**src/rtl/scope_pkg.sv**
```systemverilog
// Shared widths, FSM encoding, table entry layout and DAC scaling for the scope point renderer.
package scope_pkg;

  localparam int X_W   = 7;
  localparam int Y_W   = 6;
  localparam int DAC_W = 8;
  localparam int N_OBJ = 8;
  localparam int IDX_W = 3;

  typedef enum logic [1:0] {IDLE, LOAD, SETTLE, DWELL} state_t;

  typedef struct packed {
    logic [X_W-1:0] x;
    logic [Y_W-1:0] y;
  } pos_t;

  function automatic logic [DAC_W-1:0] x_to_dac(input logic [X_W-1:0] x);
    return {x, 1'b0};
  endfunction

  function automatic logic [DAC_W-1:0] y_to_dac(input logic [Y_W-1:0] y);
    return {y, 2'b00};
  endfunction

endpackage

```
**src/rtl/next_valid_picker.sv**
```systemverilog
// Rotating priority encoder: first set mask bit strictly above cur_idx, wrapping 7->0.
// Combinational, no backpressure; wrapped=1 when the pick is at or below cur_idx.
module next_valid_picker
  import scope_pkg::*;
(
  input  logic [N_OBJ-1:0] valid_mask,
  input  logic [IDX_W-1:0] cur_idx,
  output logic [IDX_W-1:0] next_idx,
  output logic             wrapped
);

  logic             found;
  logic [IDX_W-1:0] cand;

  always_comb begin
    next_idx = cur_idx;
    wrapped  = 1'b1;
    found    = 1'b0;
    cand     = cur_idx;
    // k runs to N_OBJ so a lone valid entry re-selects itself.
    for (int k = 1; k <= N_OBJ; k++) begin
      cand = cur_idx + IDX_W'(k);
      if (!found && valid_mask[cand]) begin
        found    = 1'b1;
        next_idx = cand;
        wrapped  = (cand <= cur_idx);
      end
    end
  end

endmodule

```
**src/rtl/scope_point_renderer.sv**
```systemverilog
// Redraws every valid table entry as a blanked-settle/unblanked-dwell dot on XY DACs; updates never stall.
// Outputs registered; frame_start and new DAC codes appear together the cycle after LOAD. Option: SCOPE_RENDER_CROSSHAIR_EN.
module scope_point_renderer
  import scope_pkg::*;
#(
  parameter int SETTLE_CYCLES = 16,
  parameter int DWELL_CYCLES  = 64
) (
  input  logic             clock,
  input  logic             reset,
  input  logic             in_valid,
  output logic             in_ready,
  input  logic [IDX_W-1:0] in_index,
  input  logic [X_W-1:0]   in_x,
  input  logic [Y_W-1:0]   in_y,
  output logic [DAC_W-1:0] dac_x,
  output logic [DAC_W-1:0] dac_y,
  output logic             blank,
  output logic             frame_start
);

  pos_t             tbl [N_OBJ];
  logic [N_OBJ-1:0] tbl_vld;
  state_t           state, state_nxt;
  logic [7:0]       cnt, cnt_nxt;
  logic [IDX_W-1:0] cur_idx;
  logic [IDX_W-1:0] pick_idx;
  logic             pick_wrap;
  pos_t             pick_pos;
  pos_t             beam;

  next_valid_picker u_picker (
    .valid_mask (tbl_vld),
    .cur_idx    (cur_idx),
    .next_idx   (pick_idx),
    .wrapped    (pick_wrap)
  );

  assign pick_pos = tbl[pick_idx];
  assign dac_x    = x_to_dac(beam.x);
  assign dac_y    = y_to_dac(beam.y);

`ifdef SCOPE_RENDER_CROSSHAIR_EN
  logic [2:0] sub_idx;
  pos_t       centre;
  pos_t       sub_pos;

  // Arm offsets saturate at the screen edge rather than wrapping to the far side.
  always_comb begin
    sub_pos = centre;
    case (sub_idx)
      3'd1: if (centre.x != '1) sub_pos.x = centre.x + 1'b1;
      3'd2: if (centre.x != '0) sub_pos.x = centre.x - 1'b1;
      3'd3: if (centre.y != '1) sub_pos.y = centre.y + 1'b1;
      3'd4: if (centre.y != '0) sub_pos.y = centre.y - 1'b1;
      default: ;
    endcase
  end
`endif

  always_comb begin
    state_nxt = state;
    cnt_nxt   = cnt;
    case (state)
      IDLE: begin
        if (|tbl_vld) state_nxt = LOAD;
      end
      LOAD: begin
        state_nxt = SETTLE;
        cnt_nxt   = '0;
      end
      SETTLE: begin
        if (cnt == 8'(SETTLE_CYCLES - 1)) begin
          state_nxt = DWELL;
          cnt_nxt   = '0;
        end else begin
          cnt_nxt = cnt + 8'd1;
        end
      end
      DWELL: begin
        if (cnt == 8'(DWELL_CYCLES - 1)) begin
          state_nxt = (|tbl_vld) ? LOAD : IDLE;
          cnt_nxt   = '0;
        end else begin
          cnt_nxt = cnt + 8'd1;
        end
      end
      default: state_nxt = IDLE;
    endcase
  end

  // Entry payload needs no reset; only the valid bits gate its use.
  always_ff @(posedge clock) begin
    if (reset && in_valid && in_ready) tbl[in_index] <= '{x: in_x, y: in_y};
  end

  always_ff @(posedge clock) begin
    if (!reset) begin
      tbl_vld     <= '0;
      state       <= IDLE;
      cnt         <= '0;
      cur_idx     <= IDX_W'(N_OBJ - 1);
      beam        <= '0;
      blank       <= 1'b1;
      frame_start <= 1'b0;
      in_ready    <= 1'b0;
`ifdef SCOPE_RENDER_CROSSHAIR_EN
      sub_idx     <= '0;
      centre      <= '0;
`endif
    end else begin
      in_ready    <= 1'b1;
      state       <= state_nxt;
      cnt         <= cnt_nxt;
      blank       <= (state_nxt != DWELL);
      frame_start <= 1'b0;
      if (in_valid && in_ready) tbl_vld[in_index] <= 1'b1;
      // Parking at the top index makes the first pick out of IDLE the lowest valid one, flagged as a wrap.
      if (state == IDLE) cur_idx <= IDX_W'(N_OBJ - 1);
`ifdef SCOPE_RENDER_CROSSHAIR_EN
      if (state == IDLE) begin
        sub_idx <= '0;
      end else if (state == DWELL && state_nxt != DWELL) begin
        sub_idx <= (sub_idx == 3'd4) ? 3'd0 : sub_idx + 3'd1;
      end
      if (state == LOAD) begin
        if (sub_idx == 3'd0) begin
          cur_idx     <= pick_idx;
          centre      <= pick_pos;
          beam        <= pick_pos;
          frame_start <= pick_wrap;
        end else begin
          beam <= sub_pos;
        end
      end
`else
      if (state == LOAD) begin
        cur_idx     <= pick_idx;
        beam        <= pick_pos;
        frame_start <= pick_wrap;
      end
`endif
    end
  end

endmodule

```
**config.mk**
```make
export PLATFORM = sky130hd
export DESIGN_NAME = scope_point_renderer
export DESIGN_NICKNAME = d
export VERILOG_FILES = /design/src/rtl/scope_pkg.sv /design/src/rtl/next_valid_picker.sv /design/src/rtl/scope_point_renderer.sv
export SDC_FILE = /design/constraint.sdc
export NUM_CORES = 1
export LEC_CHECK = 0
export ABC_AREA = 0
export CAP_MARGIN = 40
export CORE_AREA = 3 3 109 111
export CTS_CLUSTER_DIAMETER = 100
export DETAILED_ROUTE_END_ITERATION = 8
export DIE_AREA = 0 0 112 114
export HOLD_SLACK_MARGIN = 0.15
export PLACE_DENSITY = 0.85
export SLEW_MARGIN = 20
export SYNTH_ARGS = -nofsm -noshare
export SYNTH_HDL_FRONTEND = slang
export SYNTH_SLANG_ARGS = --single-unit
```
**constraint.sdc**
```tcl
create_clock -name clock -period 7.6 [get_ports clock]
set_input_delay 2.28 -clock clock [delete_from_list [all_inputs] [get_ports clock]]
set_output_delay 2.28 -clock clock [all_outputs]
set_load 0.005 [all_outputs]
```
==> impl_metrics.py, run 1 <==
metrics = {
    "status": {
        "status": "complete, no violations",
    },
    "logic_synthesis": {
        "synth_area_leaders": "edfxtp_1 44%, dfxtp_1 10%, a211oi_1 5.7%",
        "syn-instance-count": 589,
        "synth_edf_count": 104,
        "ys_seq_area_share_pct": 54.14,
        "syn_area_per_cell_um2": 12.12,
        "yosys.area.top_type": "edfxtp_1",
        "yosys_register_bits": 141,
        "synth.most_common_cell": "edfxtp_1",
        "synth.top_cell.area_share_pct": 43.76,
        "synth_common_cells": "104 x edfxtp_1, 54 x a211oi_1, 39 x o21ai_0",
        "synth_ff_type": "edfxtp_1",
        "synthArstFlopShare_pct": 0,
        "netlist_area_mm2": 0.007137,
        "synth.distinct_cells": 71,
        "yosys_warnings": 0,
    },
    "floorplan": {
        "dieHeight_um": 114,
        "start_util_pct": 65.55,
        "die_w_um": 112,
        "dieArea_mm2": 0.01277,
        "core-area_mm2": 0.01089,
        "pin_count": 38,
        "num_rows": 38,
    },
    "clock_tree": {
        "cts_hold_buf": 0,
        "cts_resized": 0,
        "clock_path_buffers": 2,
        "post-cts-setup-buffer-count": 0,
        "clk_pin_slew_worst_paths_ps": 70,
        "clk_latency_ps": 540,
        "htreeDepth": 4,
        "cts_sinks": 141,
        "clockRootBuffer": "clkbuf_8",
        "cts_made_buffers": 17,
        "cts_tree": "done",
    },
    "pwr": {
        "comb_power_share_pct": 10.6,
        "p_leak_nw": 2.877,
        "intPower_mw": 1.421,
        "p_switching_mw": 0.4474,
        "netSwitchingFraction_pct": 23.94,
        "clkPwrFrac_pct": 43.4,
        "p_seq_share_pct": 46.1,
        "ir_drop_mv": 0.2828,
        "power_mw": 1.868,
        "power.density_mw_per_mm2": 228.7,
    },
    "timing": {
        "max_slew_margin_pct": 40.31,
        "tightest_slew_ps": 895.3,
        "drv_slew": 0,
        "fin_ws_ps": 2425,
        "tns_ps": 0,
        "max_freq_mhz": 193.2,
        "hold_slack_ps": 522.8,
        "fin_crit_ps": 5175,
        "skew_ps": 11.90,
        "hold_viol_final": 0,
        "fin_crit_sh_pct": 68.09,
        "rsz0062_at_grt": "no",
        "setup_viol": 0,
    },
    "min_path": {
        "worstHoldEndpoint": "cnt[7]$_SDFFE_PN0P_",
        "min_delay_path_depth": 2,
        "hold_class": "reg -> reg",
        "min-delay-start": "cnt[7]$_SDFFE_PN0P_",
    },
    "detailed_routing": {
        "viasPerCell": 7.161,
        "postRouteAntennaNets": 0,
        "finalWirelength_mm": 18.90,
        "drt-initial-drc-count": 843,
        "drtPass1Iterations": 7,
        "wl_per_cell_um": 24.67,
        "drc_errors": 0,
        "vias": 5485,
    },
    "critical_path": {
        "path_class": "reg -> reg",
        "timing.rr.end": "dac_y[3]$_SDFFE_PN0P_",
        "r2r-start": "cur_idx[2]$_SDFFE_PN1P_",
        "critPathLaunchType": "flop",
        "crit_arrival_ps": 5570,
        "worstSetupEndpointType": "flop",
        "cp_max_fo": 27,
        "ff2ff_path_depth": 11,
        "crit_required_ps": 7990,
        "reg2reg_slack_ps": 2420,
    },
    "global_routing": {
        "overflow": 0,
        "grt_pass1_wl_mm": 29.84,
        "first_global_vias": 5455,
        "grt.total_usage_pct": 30.57,
        "antenna_found_initial": 0,
        "grt_max_degree": 40,
    },
    "placed_design": {
        "pre_cts_slack_ps": 2102,
        "io_buffers": 34,
        "hpwlAfterDp_mm": 11.36,
        "gp_congestion": 0.9215,
    },
    "job": {
        "max_cap_viol_count": 0,
    },
    "finish": {
        "regArea_mm2": 0.003864,
        "antennaDiodeCount": 0,
        "layout.nets": 639,
        "area_growth_syn_to_layout_pct": 14.48,
        "post-route-util_pct": 75.04,
        "layout-drive-gt1-share_pct": 15.50,
        "multi_input_area_mm2": 0.002865,
        "fillerInstances": 688,
    },
}
==> worst max path at each step <==
stage,slack (ps),depth (start not counted),endpoint,start
after floorplan,3520,3,tbl[0][0]$_DFFE_PP_,reset
after global routing,2170,11,dac_y[3]$_SDFFE_PN0P_,cur_idx[2]$_SDFFE_PN1P_
after global placement,1640,9,dac_x[7]$_SDFFE_PN0P_,cur_idx[0]$_SDFFE_PN1P_
after CTS,1860,11,dac_y[3]$_SDFFE_PN0P_,cur_idx[0]$_SDFFE_PN1P_
final,2420,11,dac_y[3]$_SDFFE_PN0P_,cur_idx[2]$_SDFFE_PN1P_
after detailed placement,2100,10,dac_x[3]$_SDFFE_PN0P_,cur_idx[0]$_SDFFE_PN1P_
==> layout make-up <==
| cell class | count | area share [%] |
|---|---|---|
| flip-flops and latches | 141 | 47.29 |
| well taps | 140 | 2.144 |
| clock inverters | 12 | 1.807 |
| clock buffers | 20 | 5.207 |
| inverters | 35 | 1.608 |
| multi-input cells | 362 | 35.07 |
| repair buffers | 56 | 6.876 |
==> through the flow <==
stage | instances | instance area, um^2
after detailed placement | 730 | 7545
final | 766 | 8170
after global placement | 725 | 7467
after global routing | 766 | 8170
after floorplan | 591 | 7144
after CTS | 762 | 8118
==> sequential cells by signal, indices dropped and copies added, names as in the netlist <==
register and flops:
state 2, tbl_vld 8, in_ready 1, cnt 8, dac_y 6, dac_x 7, blank 1, cur_idx 3
frame_start 1, tbl 104
==> routing by layer <==
layer / GRT usage (%) / up-vias / routed length, um
li1: - / 2356 / -
met1: 40.37 / 2650 / 6966
met2: 48.36 / 403 / 9141
met3: 6.950 / 76 / 2021
met4: 14.82 / 0 / 770
met5: 0 / - / 0
==> placed cells by master, fill, tap and decap left out, types with 3 or more instances in the layout <==
cell             count
a22oi_1              4
nor3_1               4
nor2b_1              6
xnor2_1              3
o22ai_1              3
nor4_2               3
a21oi_1             15
nor2_2               3
a2111oi_0           12
nand2_1             25
ha_1                 7
o21ai_0             39
buf_6                3
nor2_1              13
bufinv_16            3
dfxtp_1             37
a41o_1              13
nand4_1              4
a21boi_0             3
and3_1              18
clkbuf_16           16
nand2b_1             4
mux2_1               4
a211oi_1            54
clkdlybuf4s50_1     34
edfxtp_1           104
buf_4               13
buf_8                6
conb_1               3
clkinv_2             4
mux2i_1             10
inv_1               34
mux2_2               5
mux4_2              17
a21o_1              12
nand3_1             23
clkbuf_1             3
nor4_1              13
==> cell families after synthesis <==
family / synth area share [%]
other: 0.05254
flip-flops: 54.14
multiplexers: 8.783
AO/OA/AOI/OAI: 18.65
AND/OR/NAND/NOR: 10.40
buffers and inverters: 6.154
XOR/XNOR: 0.5962
adder cells (fa/ha/maj): 1.227
==> power by group through the flow <==
stage	logic (mW)	registers, mW	clock network [mW]
floorplan	0.125	0.868	0
global placement	0.177	0.876	0
detailed placement	0.186	0.876	0
CTS	0.189	0.861	0.813
global route	0.211	0.863	0.843
finish	0.197	0.861	0.810
==> critical path: stages (launching register included) <==
cell and delay (ps):
dfxtp_1 770, inv_1 250, ha_1 540, mux4_2 580, mux2i_2 340, nand2_1 170, or2_1 360, a211oi_4 660
buf_8 260, a21oi_4 140, a2111oi_0 830, nor4_1 110
Power figures use the tool's default switching activity.
==> inputs of run 2 (changes only) <==
CORE_AREA = 3 3 114 116   (was 3 3 109 111)
DIE_AREA = 0 0 117 119   (was 0 0 112 114)
PLACE_DENSITY = 0.79   (was 0.85)
clock period = 5.1 ns   (was 7.6 ns; I/O delays follow)
==> run 2 against run 1 <==
Routed wire length down 4.1%. Setup slack worse by 1700 ps. Maximum frequency up 19%. Count of clock-buffer cells in the layout down 1. Cell area up 0.93%. Largest cell class unchanged. Largest power group is now clock. Highest routed layer unchanged.
==> impl_metrics.py, run 2 (same netlist as run 1, synthesis figures left out) <==
metrics = {
    "timing": {
        "setup_viol": 0,
        "fin_crit_ps": 4338,
        "max_freq_mhz": 230.5,
        "tns_ps": 0,
        "hold_slack_ps": 525.7,
        "fin_crit_sh_pct": 85.05,
        "hold_viol_final": 0,
        "tightest_slew_ps": 705.9,
        "skew_ps": 6.610,
        "max_slew_margin_pct": 52.94,
        "drv_slew": 0,
        "rsz0062_at_grt": "no",
    },
    "finish": {
        "antennaDiodeCount": 0,
        "multi_input_area_mm2": 0.002851,
        "reg_top3": "tbl x104, cnt x8, tbl_vld x8",
        "layout.nets": 644,
        "final_cell_mix": "104 x edfxtp_1, 54 x a211oi_1, 39 x o21ai_0",
        "regMostFlops": "tbl",
        "mostFrequentLayoutCell": "edfxtp_1",
        "regArea_mm2": 0.003864,
        "largest_register_ffs": 104,
        "fillerInstances": 836,
        "layout-drive-gt1-share_pct": 15.85,
        "area_growth_syn_to_layout_pct": 15.55,
    },
    "floorplan": {
        "die_w_um": 117,
        "num_rows": 40,
        "dieHeight_um": 119,
        "start_util_pct": 59.42,
        "core-area_mm2": 0.01201,
        "dieArea_mm2": 0.01392,
        "pin_count": 38,
    },
    "critical_path": {
        "crit_required_ps": 5410,
        "critPathLaunchType": "flop",
        "crit_path_end": "dac_y[5]$_SDFFE_PN0P_",
        "startpoint": "cur_idx[1]$_SDFFE_PN1P_",
        "path_class": "reg -> reg",
        "cp_max_fo": 20,
        "timing.rr.end": "dac_y[5]$_SDFFE_PN0P_",
        "crit_arrival_ps": 4650,
        "reg2reg_slack_ps": 760,
        "ff2ff_path_depth": 12,
        "r2r-start": "cur_idx[1]$_SDFFE_PN1P_",
        "worstSetupEndpointType": "flop",
    },
    "clock_tree": {
        "clk_pin_slew_worst_paths_ps": 60,
        "clock_path_buffers": 2,
        "clockRootBuffer": "clkbuf_16",
        "post-cts-setup-buffer-count": 0,
        "cts_resized": 0,
        "cts_sinks": 141,
        "htreeDepth": 4,
        "cts_hold_buf": 0,
        "cts_tree": "done",
        "cts_made_buffers": 17,
        "clk_latency_ps": 420,
    },
    "detailed_routing": {
        "drc_errors": 0,
        "drt-initial-drc-count": 553,
        "met3_length_mm": 1.531,
        "viasPerCell": 6.933,
        "met1_length_mm": 6.894,
        "drtPass1Iterations": 5,
        "top_layer_used": "met4",
        "finalWirelength_mm": 18.13,
        "wl_per_cell_um": 23.31,
        "wl_met2_mm": 8.967,
        "vias": 5394,
        "postRouteAntennaNets": 0,
    },
    "pwr": {
        "ir_drop_mv": 0.2933,
        "power.density_mw_per_mm2": 359.1,
        "p_leak_nw": 2.915,
    },
    "global_routing": {
        "grt_pass1_wl_mm": 28.26,
        "antenna_found_initial": 0,
        "grt_max_degree": 33,
        "grt.total_usage_pct": 26.67,
        "first_global_vias": 5313,
        "overflow": 0,
    },
    "job": {
        "max_cap_viol_count": 0,
    },
    "placed_design": {
        "io_buffers": 34,
        "hpwlAfterDp_mm": 11.75,
        "gp_congestion": 0.9628,
    },
    "min_path": {
        "hold_class": "reg -> reg",
    },
    "status": {
        "status": "complete, no violations",
    },
}
-- run 2: report_power, final --
group / total, mW / switching [mW] / leakage, nW / internal [mW]
Sequential: 1.28 / 0.0244 / 1.24 / 1.26
Combinational: 0.293 / 0.175 / 1.37 / 0.118
Clock: 1.39 / 0.467 / 0.311 / 0.921
Total: 2.96 / 0.667 / 2.91 / 2.30
-- run 2: worst max-delay path, stage by stage (launching register included) --
cell       delay, ps
dfxtp_1          330
inv_1            170
ha_1             600
buf_4            310
mux2_1           360
or4_1            500
nand4b_2         150
nand4_4          170
o221a_1          440
a21oi_4          610
buf_4            290
a2111oi_0         90
nor4_1           220
-- run 2: final cells by class --
class / instances / area share [%]
Clock buffer: 19 / 5.250
Clock inverter: 13 / 2.868
Inverter: 35 / 1.593
Multi-Input combinational cell: 362 / 34.58
Sequential cell: 141 / 46.85
Tap cell: 147 / 2.230
Timing Repair Buffer: 61 / 6.630
-- run 2: metrics by stage --
step / setup WS, ps / util (%) / instances / total power [mW] / instance area, um^2
after global placement: 953.7 / 62.99 / 745 / 1.575 / 7566
after detailed placement: 728.9 / 62.99 / 745 / 1.585 / 7566
final: 762.3 / 68.66 / 778 / 2.962 / 8247
after floorplan: 1183 / - / 591 / 1.479 / 7144
after CTS: 583.3 / 68.56 / 777 / 2.964 / 8235
after global routing: 511.9 / 68.66 / 778 / 3.047 / 8247
-- run 2: how the worst min path moves through the flow --
stage	to	cells after the start	from
detailed placement	cnt[6]$_SDFFE_PN0P_	2	cnt[6]$_SDFFE_PN0P_
global placement	cnt[7]$_SDFFE_PN0P_	2	cnt[7]$_SDFFE_PN0P_
floorplan	cnt[7]$_SDFFE_PN0P_	2	cnt[7]$_SDFFE_PN0P_
finish	cnt[6]$_SDFFE_PN0P_	2	cnt[6]$_SDFFE_PN0P_
global route	cnt[7]$_SDFFE_PN0P_	2	cnt[7]$_SDFFE_PN0P_
CTS	cnt[6]$_SDFFE_PN0P_	2	cnt[6]$_SDFFE_PN0P_
-- run 2: per-layer routing --
metal  vias up  global-route usage [%]
li1       2377                       -
met4         0                   12.97
met1      2632                   34.30
met2       315                   42.21
met3        70                   6.250
met5         -                       0
